File: config.mk
export PLATFORM = sky130hd
export DESIGN_NAME = key_debounce_repeat
export DESIGN_NICKNAME = d
export VERILOG_FILES = /design/src/rtl/key_debounce_repeat.sv
export SDC_FILE = /design/constraint.sdc
export NUM_CORES = 1
export LEC_CHECK = 0
export ABC_AREA = 0
export BUFFER_PORTS_ARGS = -buffer_cell sky130_fd_sc_hd__buf_2
export CORE_MARGIN = 2
export CORE_UTILIZATION = 35
export CTS_CLUSTER_DIAMETER = 100
export DETAILED_ROUTE_END_ITERATION = 6
export PLACE_DENSITY = 0.59
export SLEW_MARGIN = 20
export SYNTH_ARGS = -nofsm -noshare
export SYNTH_HDL_FRONTEND = slang
export SYNTH_SLANG_ARGS = --single-unit
File: constraint.sdc
create_clock -name CLOCK_50 -period 7.6 [get_ports CLOCK_50]
set_input_delay 1.52 -clock CLOCK_50 [delete_from_list [all_inputs] [get_ports CLOCK_50]]
set_output_delay 1.52 -clock CLOCK_50 [all_outputs]
set_load 0.05 [all_outputs]
File: src/rtl/key_debounce_repeat.sv
// key_debounce_repeat: conditions raw active-low pushbuttons.
// Each key passes through a two-flop synchroniser and a debounce filter.
// The outputs per key are a debounced level, a one-cycle press pulse and a
// one-cycle release pulse. An optional auto-repeat re-issues the press
// pulse while the key stays held.
module key_debounce_repeat #(
    parameter int N_KEYS          = 4,
    parameter int CNT_W           = 25,
    parameter int DEBOUNCE_CYCLES = 500000,
    parameter int REPEAT_DELAY    = 25000000,
    parameter int REPEAT_PERIOD   = 5000000
) (
    input  logic              CLOCK_50,
    input  logic              reset,
    input  logic [N_KEYS-1:0] KEY,
    input  logic              repeat_en,
    output logic [N_KEYS-1:0] pressed,
    output logic [N_KEYS-1:0] press_pulse,
    output logic [N_KEYS-1:0] release_pulse
);

    typedef enum logic [1:0] {
        IDLE   = 2'd0,
        DELAY  = 2'd1,
        REPEAT = 2'd2
    } rep_state_t;

    localparam logic [CNT_W-1:0] CNT_ZERO = CNT_W'(0);
    localparam logic [CNT_W-1:0] CNT_ONE  = CNT_W'(1);
    localparam logic [CNT_W-1:0] DB_LAST  = CNT_W'(DEBOUNCE_CYCLES - 1);
    localparam logic [CNT_W-1:0] RD_LAST  = CNT_W'(REPEAT_DELAY - 1);
    localparam logic [CNT_W-1:0] RP_LAST  = CNT_W'(REPEAT_PERIOD - 1);

    logic [N_KEYS-1:0] sync1;
    logic [N_KEYS-1:0] sync2;
    logic [N_KEYS-1:0] key_s;

    // Two-flop synchroniser; idles at 1 (released) so reset looks like no key held.
    always_ff @(posedge CLOCK_50 or posedge reset) begin
        if (reset) begin
            sync1 <= {N_KEYS{1'b1}};
            sync2 <= {N_KEYS{1'b1}};
        end else begin
            sync1 <= KEY;
            sync2 <= sync1;
        end
    end

    assign key_s = ~sync2;

    genvar gi;
    generate
        for (gi = 0; gi < N_KEYS; gi = gi + 1) begin : g_key
            logic [CNT_W-1:0] db_cnt;
            logic [CNT_W-1:0] rep_cnt;
            rep_state_t       state;
            logic             level;
            logic             ppulse;
            logic             rpulse;
            logic             mismatch;
            logic             toggle;
            logic             rise;
            logic             fall;

            // Decode when the debounced level is about to flip and in which direction.
            always_comb begin
                mismatch = (key_s[gi] != level);
                toggle   = mismatch && (db_cnt == DB_LAST);
                rise     = toggle && !level;
                fall     = toggle && level;
            end

            // Debounce counter, debounced level, and the repeat FSM with registered pulses.
            always_ff @(posedge CLOCK_50 or posedge reset) begin
                if (reset) begin
                    db_cnt  <= CNT_ZERO;
                    rep_cnt <= CNT_ZERO;
                    state   <= IDLE;
                    level   <= 1'b0;
                    ppulse  <= 1'b0;
                    rpulse  <= 1'b0;
                end else begin
                    // Debounce: any agreement clears the count, so glitches shorter
                    // than DEBOUNCE_CYCLES never reach the level.
                    if (!mismatch) begin
                        db_cnt <= CNT_ZERO;
                    end else if (toggle) begin
                        db_cnt <= CNT_ZERO;
                    end else begin
                        db_cnt <= db_cnt + CNT_ONE;
                    end

                    if (toggle) begin
                        level <= ~level;
                    end else begin
                        level <= level;
                    end

                    ppulse <= 1'b0;
                    rpulse <= fall;

                    // A release takes priority over any repeat due on the same cycle.
                    if (fall) begin
                        state   <= IDLE;
                        rep_cnt <= CNT_ZERO;
                    end else begin
                        case (state)
                            IDLE: begin
                                rep_cnt <= CNT_ZERO;
                                if (rise) begin
                                    ppulse <= 1'b1;
                                    state  <= DELAY;
                                end else begin
                                    state  <= IDLE;
                                end
                            end
                            DELAY: begin
                                if (!repeat_en) begin
                                    rep_cnt <= CNT_ZERO;
                                    state   <= DELAY;
                                end else if (rep_cnt == RD_LAST) begin
                                    ppulse  <= 1'b1;
                                    rep_cnt <= CNT_ZERO;
                                    state   <= REPEAT;
                                end else begin
                                    rep_cnt <= rep_cnt + CNT_ONE;
                                    state   <= DELAY;
                                end
                            end
                            REPEAT: begin
                                if (!repeat_en) begin
                                    rep_cnt <= CNT_ZERO;
                                    state   <= DELAY;
                                end else if (rep_cnt == RP_LAST) begin
                                    ppulse  <= 1'b1;
                                    rep_cnt <= CNT_ZERO;
                                    state   <= REPEAT;
                                end else begin
                                    rep_cnt <= rep_cnt + CNT_ONE;
                                    state   <= REPEAT;
                                end
                            end
                            default: begin
                                rep_cnt <= CNT_ZERO;
                                state   <= IDLE;
                            end
                        endcase
                    end
                end
            end

            assign pressed[gi]       = level;
            assign press_pulse[gi]   = ppulse;
            assign release_pulse[gi] = rpulse;
        end
    endgenerate

endmodule

---- Word level (Yosys, flattened, before mapping) ----
Index checks and enable logic that the tools add are counted.
word-level totals
  bits in registers ....................... 228
  bits of input ports ..................... 7
  output and inout port bits .............. 12
  word-level logic and storage cells ...... 164
cells by class
  $add $sub $neg .......................... 8
  equal/unequal tests ..................... 24
  multiplexer cells ....................... 81
  bitwise logic cells ..................... 5
  reduce and logical (&&, ||, !) cells .... 20
operator list
  cell                     count
  $mux W25                 28
  $add A25 B1 Y25 const B  8
  $pmux W25 S2             4
  $eq A25 B19 Y1 const B   4
  $eq A25 B23 Y1 const B   4
  $eq A25 B25 Y1 const B   4
  $mux W1                  28
  $mux W2                  13
  $pmux W2 S3              4
  $logic_and A1 B1 Y1      12
  $pmux W1 S3              4
  $eq A2 B1 Y1 const B     4
  $eq A2 B2 Y1 const B     4
  $logic_not A2 Y1         4
  $logic_not A1 Y1         4
  $ne A1 B1 Y1             4
  $not A1 Y1               4
  $not A4 Y4               1

---- Logic depth before layout (Yosys ltp) ----
  word-level depth ........................ 7
  gate-level depth with buffers ........... 9

---- Worst setup path after synthesis ----
No wires, ideal clock.
  path kind ............................... input-to-reg
  start point ............................. input repeat_en
  end point ............................... register g_key[3].rep_cnt[10]
  arrival ................................. 2.557 ns
  data required time ...................... 7.529 ns
  setup slack ............................. 4.972 ns
  stages .................................. 6
  buffers on the path ..................... 2
  cells stage by stage .................... clkbuf_8 > nand2_1 > o22a_1 > a221o_2 > buf_2 > nor2_1
on the way
  word-level cells in the longest chain between the ends .. 3
ends and longest elaborated chain
  item                                line      source
  start, declared                     16        input logic repeat_en,
  $mux W25, on equally long branches  131, 118
  $pmux W25 S2 (*)                    107       case (state)
  $mux W25 (*)                        103       if (fall) begin
  end signal, assigned                126       rep_cnt <= rep_cnt + CNT_ONE;
  end signal, assigned                139       rep_cnt <= rep_cnt + CNT_ONE;
  end, declared                       55        logic [CNT_W-1:0] rep_cnt;
Mark *: on every way between the ends. The rest lies on a longest branch, timed or not.
A chain may end at the register's enable or synchronous reset.

---- Worst setup path in the final report ----
  start point ............................. register g_key[3].level
  end point ............................... output pressed[3]
RTL lines
  item                    line  source
  start, declared         57    logic level;
  start signal, assigned  94    level <= ~level;
  start signal, assigned  96    level <= level;
  end, declared           17    output logic [N_KEYS-1:0] pressed,
No word-level cell between the ends.

==> results.md <==
* Number of diodes at 0
* Unique masters post-synth at 55
* Hold slack at approximately 0.35 ns
* Post-Synth Adder-Cell Area at 0.0259
* Initial detailed-routing violation count at approximately 570
* Htree depth at 1
* Fmax at about 0.35 GHz
* CP bufs+invs at 1
* Post-route cell area at 0.0129 sq mm
* EDFF count, synth at 0
* Rows at 66
* Leak at 5.25 nW
* Fin crit share at 0.377
* Number of max-cap violations at 0
* Clock buffer count from CTS at 27
* Main combinational cell family by area after synthesis: simple AND/OR/NAND/NOR gates
* Clk Latency, worst-skew pair at 0.52 ns
* Clock skew at approximately 0.0078 ns
* Power density over cell area at 207 mW/mm^2
* First-pass DRT Iterations at 5
* Most frequent cells in the layout: 248 x nor2_1, 220 x dfrtp_1, 119 x xnor2_1, 84 x nand2_1
* Starting Density at 0.356
* RSZ-0062 raised after global routing: false
* R2R Setup Slk at roughly 5 ns
* Initial antenna violation count at 1
* Req. time, crit path at just over 6 ns
* Peak supply drop at approximately 150 uV
* Seq/Total Area, Yosys at 0.494
* Die Wd at 186 um
* Drt wl/cell at around 13 um
* Hold Vio Cnt, Final at 0
* R2r worst-path depth at 6
* Slew headroom at 0.297
* Synth Instances at between 1000 and 1500
* Vias/cell at between 4 and 5
* Routed Antenna Nets at 0
* Metal3 WL at around 760 um
* HP Class: reg -> reg
* Max-slew violations at 0
* # fillers at about 3200
* Syn Nets at roughly 1200
* Total number of vias at between 8000 and 9000
* Synth Area in XOR/XNOR at 0.142
* Worst Hold End: sync2[0]
* Finished Core Util at 0.397
* Hold Path Depth at 0
* Crit end category: primary output
* Area grow syn2layout at 11.7%
* Clk slew on worst S/H paths at roughly 0.060 ns
* Max layer used: met5
* Nets at roughly 1200
* Crit path largest cell delay at approximately 0.50 ns
* Detail Placement HPWL at 14.3 mm
* Startpoint types: flip-flop
* Tmin final at 2.86 ns
* Hold Crit Start: sync1[0]
* Outcome: finished, final reports clean
* Clock buffer depth at 3
* Syn avg cell area at 9.56 sq um
* Ports at 19
* Synth Warn # at 0
* Post-Layout Cell Count at between 1500 and 2000
* Async SR Flop Fraction at 1.00
* Clock root cell: clkbuf_16
* Synth Area in Simple Gates at 0.276
* Slowest CP cell: dfrtp_1
* Arrival @ worst endpoint at 1.34 ns
* Worst-margin pin slew at between 1 and 1.5 ns
* Share of layout cells above drive strength 1 at 0.0745
* Synth Cell Area at around 0.012 sq mm
* Total negative slack at 0 ns
* Critical path class: reg -> out
* Levels on crit path at 1
* Metal1 wirelength at about 11 mm
* Delay-heaviest family, CP: flip-flops
* CP Cell Sequence: buf_2
* CTS tree: built
* I/O Buffers at 18
* Number of global-route vias before repair at roughly 7900
* Max Fanout on Critical Path at 6
* DRC violations left at 0
* Post-CTS setup buffers at 0
* Clk sinks at between 200 and 250
* Largest net degree at the start of global routing at about 160
* Total core area at 0.0325 sq mm
* Synth Area in Compound Gates at 0.0216
* Die ar. at 0.0345 sq mm
* Final setup viols at 0
* Total grt overflow at 0
* Dpl cell area at about 0.012 sq mm
* Drt total wl at 22.2 mm
* Critical R2R Launch: g_key[0].db_cnt[0]
* Global-route wire length before repair at between 30 and 40 mm
* Reg-to-reg endpoint: g_key[0].db_cnt[5]
* Predominant post-synthesis flop cell: dfrtp_1
* Metal2 WL at ~9.9 mm
* Die height at about 190 um
* Hold Buf Count CTS at 0
* Most common cell after layout, fill and taps aside: nor2_1
* Cells after DPL at 1628
* GRT Util Overall at 0.133
* Post-synthesis register bit count at 228
* Placer congestion estimate at between 0.7 and 0.8
* Post-cts resize count at 0
* Multiplexer share of the synthesized area at 0.00270
final cells by class:
| cell class | instances | area (sq um) | share of cell area |
|---|---|---|---|
| sequential | 228 | 5720 | 0.442 |
| multi-input combinational | 894 | 5440 | 0.421 |
| clock buffer | 37 | 763 | 0.0590 |
| tap | 442 | 553 | 0.0428 |
| clock inverter | 12 | 166 | 0.0129 |
| inverter | 43 | 165 | 0.0128 |
| timing repair buffer | 21 | 125 | 0.00968 |
registers in the layout (all words and copies together), names as in the netlist:
name           count
sync1              4
g_key.state        8
g_key.level        4
g_key.db_cnt     100
g_key.rpulse       4
sync2              4
g_key.ppulse       4
g_key.rep_cnt    100
Yosys cell counts (11+ instances only):
cell        n  area, sq um
and3_1     22          138
nand2_1    84          315
xnor2_1   119         1040
dfrtp_1   220         5510
buf_4      16          120
ha_1       24          300
and4_1     23          201
xor2_1     69          604
nand4_1    43          269
nor3_1     48          240
a21oi_1    12         60.1
nor4b_1    11         96.3
inv_1      43          161
nor4_1     39          244
nand3_1    69          345
nor2_1    248          931
clkbuf_1   13         48.8
buf_2      13         65.1
power breakdown:
part	leakage, nW	switching (mW)	internal (mW)
Clock	0.459	0.509	0.836
Combinational	1.67	0.0583	0.0232
Sequential	3.12	0.0182	1.23
routing by layer:
| metal | global-route usage | vias to the layer above |
|---|---|---|
| li1 | - | 4108 |
| met1 | 0.185 | 3961 |
| met2 | 0.212 | 104 |
| met3 | 0.0237 | 31 |
| met4 | 0.0356 | 2 |
| met5 | 0 | - |
cell families after synthesis:
logic type               count (synthesis)
AO/OA/AOI/OAI                           37
XOR/XNOR                               188
adder cells (fa/ha/maj)                 24
buffers and inverters                   89
flip-flops                             228
multiplexers                             3
AND/OR/NAND/NOR                        642
worst max-delay path by stage:
| stage | start | slack [ns] | endpoint |
|---|---|---|---|
| final | g_key[3].level | 4.74 | pressed[3] |
| after global routing | g_key[0].db_cnt[0] | 4.51 | g_key[0].db_cnt[5] |
| after CTS | g_key[3].level | 4.71 | pressed[3] |
| after detailed placement | reset | 4.23 | g_key[2].db_cnt[4] |
| after global placement | reset | 4.20 | g_key[2].db_cnt[4] |
| after floorplan | reset | 3.11 | g_key[0].db_cnt[0] |
through the flow:
step / setup slack, ns / power (mW)
floorplan: 3.11 / 1.34
global placement: 4.20 / 1.36
detailed placement: 4.23 / 1.36
CTS: 4.71 / 2.72
global route: 4.51 / 2.79
finish: 4.74 / 2.68
(Power assumes the default switching activity.)
